File: src/rtl/csr_bank.sv
// csr_bank: MMIO CSR bank for a CCI-P AFU.
//   - Word 0x0000 DFH, 0x0002/0x0004 AFU UUID low/high halves.
//   - NUM_RW software-writable 64-bit control registers at RW_BASE + 2*i.
//   - NUM_RO hardware status registers at RO_BASE + 2*j, sampled in read stage 2.
//   - Reads are a fixed two-stage pipeline: request at N, response at N+2.
//   - The CCI-P c0 Rx MMIO request and c2 Tx response structs are carried as
//     flattened fields (rx_* / tx_*) so the block has no package dependency.
// Optional feature macro: CSR_ACCESS_COUNT_EN
//   Adds 32-bit read/write access counters readable as {wr_count, rd_count}
//   at RO_BASE + 2*NUM_RO; any write to that address clears both counters.
module csr_bank #(
   parameter int             NUM_RW   = 4,
   parameter int             NUM_RO   = 4,
   parameter logic [15:0]    RW_BASE  = 16'h0010,
   parameter logic [15:0]    RO_BASE  = 16'h0040,
   parameter logic [63:0]    RW_RESET = 64'h0,
   parameter logic [127:0]   AFU_UUID = 128'h0
) (
   input  logic                   clk,
   input  logic                   rst_n,
   // c0 Rx MMIO request fields
   input  logic                   rx_mmio_rd_valid,
   input  logic                   rx_mmio_wr_valid,
   input  logic [15:0]            rx_hdr_address,
   input  logic [1:0]             rx_hdr_length,
   input  logic [8:0]             rx_hdr_tid,
   input  logic [63:0]            rx_data,
   // datapath side
   input  logic [NUM_RO*64-1:0]   status,
   output logic [NUM_RW*64-1:0]   ctrl,
   output logic [NUM_RW-1:0]      wr_strobe,
   // c2 Tx MMIO read response fields
   output logic                   tx_mmio_rd_valid,
   output logic [8:0]             tx_hdr_tid,
   output logic [63:0]            tx_data
);

   // Type 4'b0001 (AFU), EOL bit 40 set, everything else zero.
   localparam logic [63:0] DFH_VALUE = 64'h1000_0100_0000_0000;

   // Shape a full 64-bit word for the requested access size.
   // Length 0 is a 4-byte access; any other length is treated as 8 bytes.
   function automatic logic [63:0] size_read(input logic [63:0] word,
                                             input logic        odd,
                                             input logic [1:0]  len);
      logic [63:0] res;
      if (len == 2'b00) begin
         res = odd ? {32'h0, word[63:32]} : {32'h0, word[31:0]};
      end else begin
         res = word;
      end
      return res;
   endfunction

   logic [63:0]        ctrl_q [NUM_RW];
   logic [63:0]        ctrl_d [NUM_RW];
   logic [NUM_RW-1:0]  wr_strobe_q, wr_strobe_d;

   logic               rd_accept_s;
   logic               s1_valid_q, s1_valid_d;
   logic [8:0]         s1_tid_q, s1_tid_d;
   logic [15:0]        s1_addr_q, s1_addr_d;
   logic [1:0]         s1_len_q, s1_len_d;

   logic [63:0]        rd_word_s;
   logic               tx_valid_q, tx_valid_d;
   logic [8:0]         tx_tid_q, tx_tid_d;
   logic [63:0]        tx_data_q, tx_data_d;

   // A simultaneous write wins; the read in that cycle is dropped.
   always_comb begin
      rd_accept_s = rx_mmio_rd_valid & ~rx_mmio_wr_valid;
   end

   // Write decode: update the addressed RW register and raise its strobe.
   always_comb begin
      wr_strobe_d = '0;
      for (int i = 0; i < NUM_RW; i++) begin
         ctrl_d[i] = ctrl_q[i];
         if (rx_mmio_wr_valid && (rx_hdr_address[15:1] == (RW_BASE[15:1] + 15'(i)))) begin
            wr_strobe_d[i] = 1'b1;
            if (rx_hdr_length == 2'b00) begin
               if (rx_hdr_address[0]) begin
                  ctrl_d[i][63:32] = rx_data[31:0];
               end else begin
                  ctrl_d[i][31:0] = rx_data[31:0];
               end
            end else begin
               ctrl_d[i] = rx_data;
            end
         end else begin
            ctrl_d[i] = ctrl_q[i];
         end
      end
   end

   // Read stage 1: capture the accepted request.
   always_comb begin
      s1_valid_d = rd_accept_s;
      if (rd_accept_s) begin
         s1_tid_d  = rx_hdr_tid;
         s1_addr_d = rx_hdr_address;
         s1_len_d  = rx_hdr_length;
      end else begin
         s1_tid_d  = s1_tid_q;
         s1_addr_d = s1_addr_q;
         s1_len_d  = s1_len_q;
      end
   end

`ifdef CSR_ACCESS_COUNT_EN
   localparam logic [15:0] CNT_ADDR = RO_BASE + 16'(2 * NUM_RO);

   logic [31:0] rd_cnt_q, rd_cnt_d;
   logic [31:0] wr_cnt_q, wr_cnt_d;
   logic        cnt_clr_s;

   // Access counters: a read is counted as it leaves stage 2, so a counter
   // read reports the count before itself; a clearing write beats increments.
   always_comb begin
      cnt_clr_s = rx_mmio_wr_valid && (rx_hdr_address[15:1] == CNT_ADDR[15:1]);
      if (cnt_clr_s) begin
         rd_cnt_d = 32'h0;
         wr_cnt_d = 32'h0;
      end else begin
         rd_cnt_d = rd_cnt_q + (s1_valid_q ? 32'd1 : 32'd0);
         wr_cnt_d = wr_cnt_q + (rx_mmio_wr_valid ? 32'd1 : 32'd0);
      end
   end

   // Access counter registers.
   always_ff @(posedge clk or negedge rst_n) begin
      if (!rst_n) begin
         rd_cnt_q <= 32'h0;
         wr_cnt_q <= 32'h0;
      end else begin
         rd_cnt_q <= rd_cnt_d;
         wr_cnt_q <= wr_cnt_d;
      end
   end
`endif

   // Read stage 2: select the word from live register and status values.
   always_comb begin
      rd_word_s = 64'h0;
      if (s1_addr_q < RW_BASE) begin
         case (s1_addr_q[15:1])
            15'd0:   rd_word_s = DFH_VALUE;
            15'd1:   rd_word_s = AFU_UUID[63:0];
            15'd2:   rd_word_s = AFU_UUID[127:64];
            default: rd_word_s = 64'h0;
         endcase
      end else begin
         for (int i = 0; i < NUM_RW; i++) begin
            rd_word_s = rd_word_s |
               ((s1_addr_q[15:1] == (RW_BASE[15:1] + 15'(i))) ? ctrl_q[i] : 64'h0);
         end
         for (int j = 0; j < NUM_RO; j++) begin
            rd_word_s = rd_word_s |
               ((s1_addr_q[15:1] == (RO_BASE[15:1] + 15'(j))) ? status[j*64 +: 64] : 64'h0);
         end
`ifdef CSR_ACCESS_COUNT_EN
         rd_word_s = rd_word_s |
            ((s1_addr_q[15:1] == CNT_ADDR[15:1]) ? {wr_cnt_q, rd_cnt_q} : 64'h0);
`endif
      end
      tx_valid_d = s1_valid_q;
      tx_tid_d   = s1_tid_q;
      tx_data_d  = size_read(rd_word_s, s1_addr_q[0], s1_len_q);
   end

   // State registers: control bank, strobes, read pipeline and response.
   always_ff @(posedge clk or negedge rst_n) begin
      if (!rst_n) begin
         for (int i = 0; i < NUM_RW; i++) begin
            ctrl_q[i] <= RW_RESET;
         end
         wr_strobe_q <= '0;
         s1_valid_q  <= 1'b0;
         s1_tid_q    <= 9'h0;
         s1_addr_q   <= 16'h0;
         s1_len_q    <= 2'b00;
         tx_valid_q  <= 1'b0;
         tx_tid_q    <= 9'h0;
         tx_data_q   <= 64'h0;
      end else begin
         for (int i = 0; i < NUM_RW; i++) begin
            ctrl_q[i] <= ctrl_d[i];
         end
         wr_strobe_q <= wr_strobe_d;
         s1_valid_q  <= s1_valid_d;
         s1_tid_q    <= s1_tid_d;
         s1_addr_q   <= s1_addr_d;
         s1_len_q    <= s1_len_d;
         tx_valid_q  <= tx_valid_d;
         tx_tid_q    <= tx_tid_d;
         tx_data_q   <= tx_data_d;
      end
   end

   // Pack the control registers onto the flat output bus.
   always_comb begin
      ctrl = '0;
      for (int i = 0; i < NUM_RW; i++) begin
         ctrl[i*64 +: 64] = ctrl_q[i];
      end
   end

   assign wr_strobe        = wr_strobe_q;
   assign tx_mmio_rd_valid = tx_valid_q;
   assign tx_hdr_tid       = tx_tid_q;
   assign tx_data          = tx_data_q;

endmodule
File: config.mk
export PLATFORM = sky130hd
export DESIGN_NAME = csr_bank
export DESIGN_NICKNAME = d
export VERILOG_FILES = /design/src/rtl/csr_bank.sv
export SDC_FILE = /design/constraint.sdc
export NUM_CORES = 1
export LEC_CHECK = 0
export ABC_AREA = 1
export CAP_MARGIN = 20
export CORE_AREA = 2 2 264 266
export CTS_BUF_LIST = sky130_fd_sc_hd__clkbuf_2 sky130_fd_sc_hd__clkbuf_4 sky130_fd_sc_hd__clkbuf_8
export DETAILED_ROUTE_END_ITERATION = 8
export DIE_AREA = 0 0 266 268
export PLACE_DENSITY = 0.54
export SYNTH_ARGS = -nofsm -noshare
export SYNTH_HDL_FRONTEND = slang
export SYNTH_SLANG_ARGS = --single-unit
File: constraint.sdc
create_clock -name clk -period 2.03 [get_ports clk]
set_clock_uncertainty 0.2 [all_clocks]
set_input_delay 0.609 -clock clk [delete_from_list [all_inputs] [get_ports clk]]
set_output_delay 0.609 -clock clk [all_outputs]
set_load 0.01 [all_outputs]
==> flow_summary.json <==
{
  "worst-r2r-cell-count": 13,
  "power_density_nw_per_um2": 519,
  "p_int_w": 0.0127,
  "hp-class": "input pin to register",
  "clockBufferDepth": 3,
  "worst_slack_ns": -0.155,
  "grt_pass1_vias": 22221,
  "min-delay-start": "rx_hdr_address[12]",
  "cp-startpoint": "s1_addr_q[11]",
  "top_usage_layer": "met2",
  "max_clock_freq_mhz": 458,
  "cpLargestDelayFamily": "simple AND/OR/NAND/NOR gates",
  "slowest_stage": "dfrtp_1",
  "grt_max_degree": 65,
  "mappedNetlistNets": 2793,
  "grt_setup_unrepaired": "true",
  "gp_congestion": 0.950,
  "status": "complete, but fails checks",
  "drc": 0,
  "grt-ovfl-total": 0,
  "peakVddDrop_v": 0.000571,
  "tightest_slew_ns": 0.555,
  "synth_edf_count": 0,
  "nets": 3938,
  "start_util_pct": 26.8,
  "combPwrFrac_pct": 16.2,
  "finalSetupTns_ns": -4.97,
  "drive_gt1_share_pct": 34.4,
  "fill_cells": 6609,
  "leakagePower_nw": 17.2,
  "fin_cells": 4526,
  "dpl_cell_area_um2": 28000,
  "core_area_um2": 68200,
  "yosysTopAreaCellShare_pct": 49.6,
  "whs_path_depth": 3,
  "drt_iter0_drc": 2365,
  "ant_nets": 0,
  "path_cells": "nor2_2 -> nand2_2 -> nor2_4 -> buf_12 -> buf_12 -> nand2_8 -> buf_12 -> buf_4 -> o21ai_2 -> nor2_2 -> nand2_2 -> nand2_1 -> nand2_2",
  "root_buffer": "clkbuf_8",
  "grt_util_met2_pct": 51.7,
  "cts_tree": "done",
  "via_per_inst": 5.18,
  "yosysMostFrequentCell": "nand2_1",
  "yosys.area.top_type": "dfrtp_1",
  "synth_cell_types": 22,
  "die_h_um": 268,
  "grt_use_total_pct": 30.0,
  "switching_share_pct": 27.5,
  "avgRoutedWirePerCell_um": 26.9,
  "htree_num_levels": 3,
  "synthFlopType": "dfrtp_1",
  "setup_viol": 98,
  "p_clk_share_pct": 41.7,
  "synth_warnings": 0,
  "startpoint_type": "register",
  "synth_area_leaders": "dfrtp_1 50%, nand2_1 14%, nand3_1 11%",
  "p_sw_w": 0.00482,
  "max_stage_delay_ns": 0.39,
  "cp_max_fo": 8,
  "max_slew_margin_pct": 62.9,
  "hold-path-endpoint": "s1_addr_q[12]",
  "io_buffer_count": 684,
  "synth-seq-area-share_pct": 49.6,
  "fp.dieW_um": 266,
  "use_met1_pct": 36.2,
  "dr.pass1.iters": 6,
  "crit_buf_inv": 4,
  "r2r_slack_ns": -0.15,
  "synth_seq_cells": 362,
  "grt_pass1_wl_mm": 155,
  "maxCapViolations": 0,
  "row_count": 96,
  "min_period_ns": 2.18,
  "p_seq_share_pct": 42.1,
  "r2r_start": "s1_addr_q[11]",
  "drt_wl_total_mm": 122,
  "numCtsBuffers": 67,
  "vias": 23427,
  "worstPathRequired_ns": 2.41,
  "crit_type": "register to register",
  "crit_path_end_kind": "register",
  "grt_util_met3_pct": 5.97,
  "clock_sinks": 362,
  "fin_area_um2": 33800,
  "finalMaxSlewViolations": 0,
  "clk-insertion-delay-late_ns": 0.66,
  "top_level_ports": 685,
  "fin_crit_sh_pct": 108,
  "syn_area_per_cell_um2": 7.48,
  "syn_inst": 2442,
  "clk_pin_slew_ns": 0.06,
  "arrival_ns": 2.57,
  "async_reset_ff_share_pct": 100,
  "die_area_um2": 71300,
  "area_growth_pct": 85.1,
  "r2r_end": "tx_data[13]",
  "place_inst": 4075,
  "violations": "setup timing",
  "synth_area_um2": 18300,
  "yosys-top-cells-count": "690 x nand2_1, 410 x nand3_1, 376 x o21ai_0",
  "antenna_found_initial": 16,
  "post-dp-hpwl_mm": 76.6,
  "hold_viol_final": 0
}
## routing by layer
| metal | part of all wire [%] | vias up |
|---|---|---|
| li1 | - | 10281 |
| met1 | 39 | 11320 |
| met2 | 47 | 1511 |
| met3 | 9.0 | 313 |
| met4 | 5.1 | 2 |
| met5 | 0.0098 | - |
## timing repair
item | in CTS | in global routing
pin swaps | 30 | 63
endpoints found under the hold margin | 37 | 0
buffers inserted | 159 | 102
gates cloned | 17 | 47
setup endpoints to repair | 650 | 593
hold buffers | 1 | 0
resized for setup | 1757 | 351
## cells by family (layout without fill, tap and decap cells)
group | after synthesis | after routing | synth area share (%)
and+or+nand+nor | 1278 | 1279 | 29.5
other | 0 | 15 | 0
AOI/OAI and AO/OA | 438 | 438 | 12.8
DFF | 362 | 362 | 49.6
buffers and inverters | 364 | 1550 | 8.08
## worst reg2reg max path: stages (launching register included)
cell and delay, ns:
dfrtp_1 0.39, nor2_2 0.15, nand2_2 0.09, nor2_4 0.14, buf_12 0.15, buf_12 0.11
nand2_8 0.09, buf_12 0.19, buf_4 0.16, o21ai_2 0.14, nor2_2 0.06, nand2_2 0.07
nand2_1 0.07, nand2_2 0.11
## worst max path at each step
stage | endpoint | cells past startpoint | slack, ns
after floorplan | ctrl[131] | 8 | -0.02
after global placement | ctrl[199] | 9 | -0.88
after detailed placement | ctrl[201] | 9 | -0.91
after CTS | tx_data[24] | 12 | -0.14
after global routing | tx_data[0] | 11 | -0.24
final | tx_data[13] | 13 | -0.15
## through the flow
step                utilization (%)  setup WS, ns  hold slack, ns  power [W]
floorplan                         -       -0.0238           0.113    0.00806
global placement               41.0        -0.882           0.135    0.00975
detailed placement             41.0        -0.907           0.142    0.00976
CTS                            45.1        -0.145           0.155     0.0172
global route                   49.6        -0.237          0.0119     0.0182
finish                         49.6        -0.155          0.0419     0.0176
## sequential cells by signal, summed over array words and instances, names as in the netlist
signal / count
s1_addr_q: 16
tx_data: 64
tx_mmio_rd_valid: 1
s1_valid_q: 1
wr_strobe: 4
s1_len_q: 2
tx_hdr_tid: 9
s1_tid_q: 9
ctrl: 256
## layout make-up
| class | instances | area [µm²] | share of cell area (%) |
|---|---|---|---|
| clock inverters | 7 | 53.8 | 0.159 |
| repair buffers | 1239 | 12800 | 37.9 |
| inverters | 200 | 753 | 2.23 |
| well taps | 882 | 1100 | 3.26 |
| clock buffers | 104 | 1280 | 3.79 |
| diodes | 15 | 37.5 | 0.111 |
| multi-input cells | 1717 | 8720 | 25.8 |
| flip-flops and latches | 362 | 9070 | 26.8 |
## layout by cell type (no fill, tap or decap), types with 66 or more instances in the layout
master,Yosys,routed
buf_6,0,228
nand3_1,410,375
clkdlybuf4s50_1,0,334
nor2_1,153,104
o21ai_0,376,298
nand2_1,690,616
buf_2,85,145
clkbuf_8,0,80
dfrtp_1,362,351
inv_1,199,183
nand2_2,0,66
buf_4,0,375
## power by group through the flow
| stage | sequential, W | clock (W) | combinational [W] |
|---|---|---|---|
| 2_1_floorplan | 0.00751 | 0 | 0.000554 |
| 4_1_cts | 0.00738 | 0.00745 | 0.00240 |
| 6_report | 0.00739 | 0.00733 | 0.00284 |
| 5_1_grt | 0.00740 | 0.00777 | 0.00298 |
| 3_5_place_dp | 0.00750 | 0 | 0.00226 |
| 3_3_place_gp | 0.00750 | 0 | 0.00225 |
No activity file was read; power rests on OpenSTA's default activity.
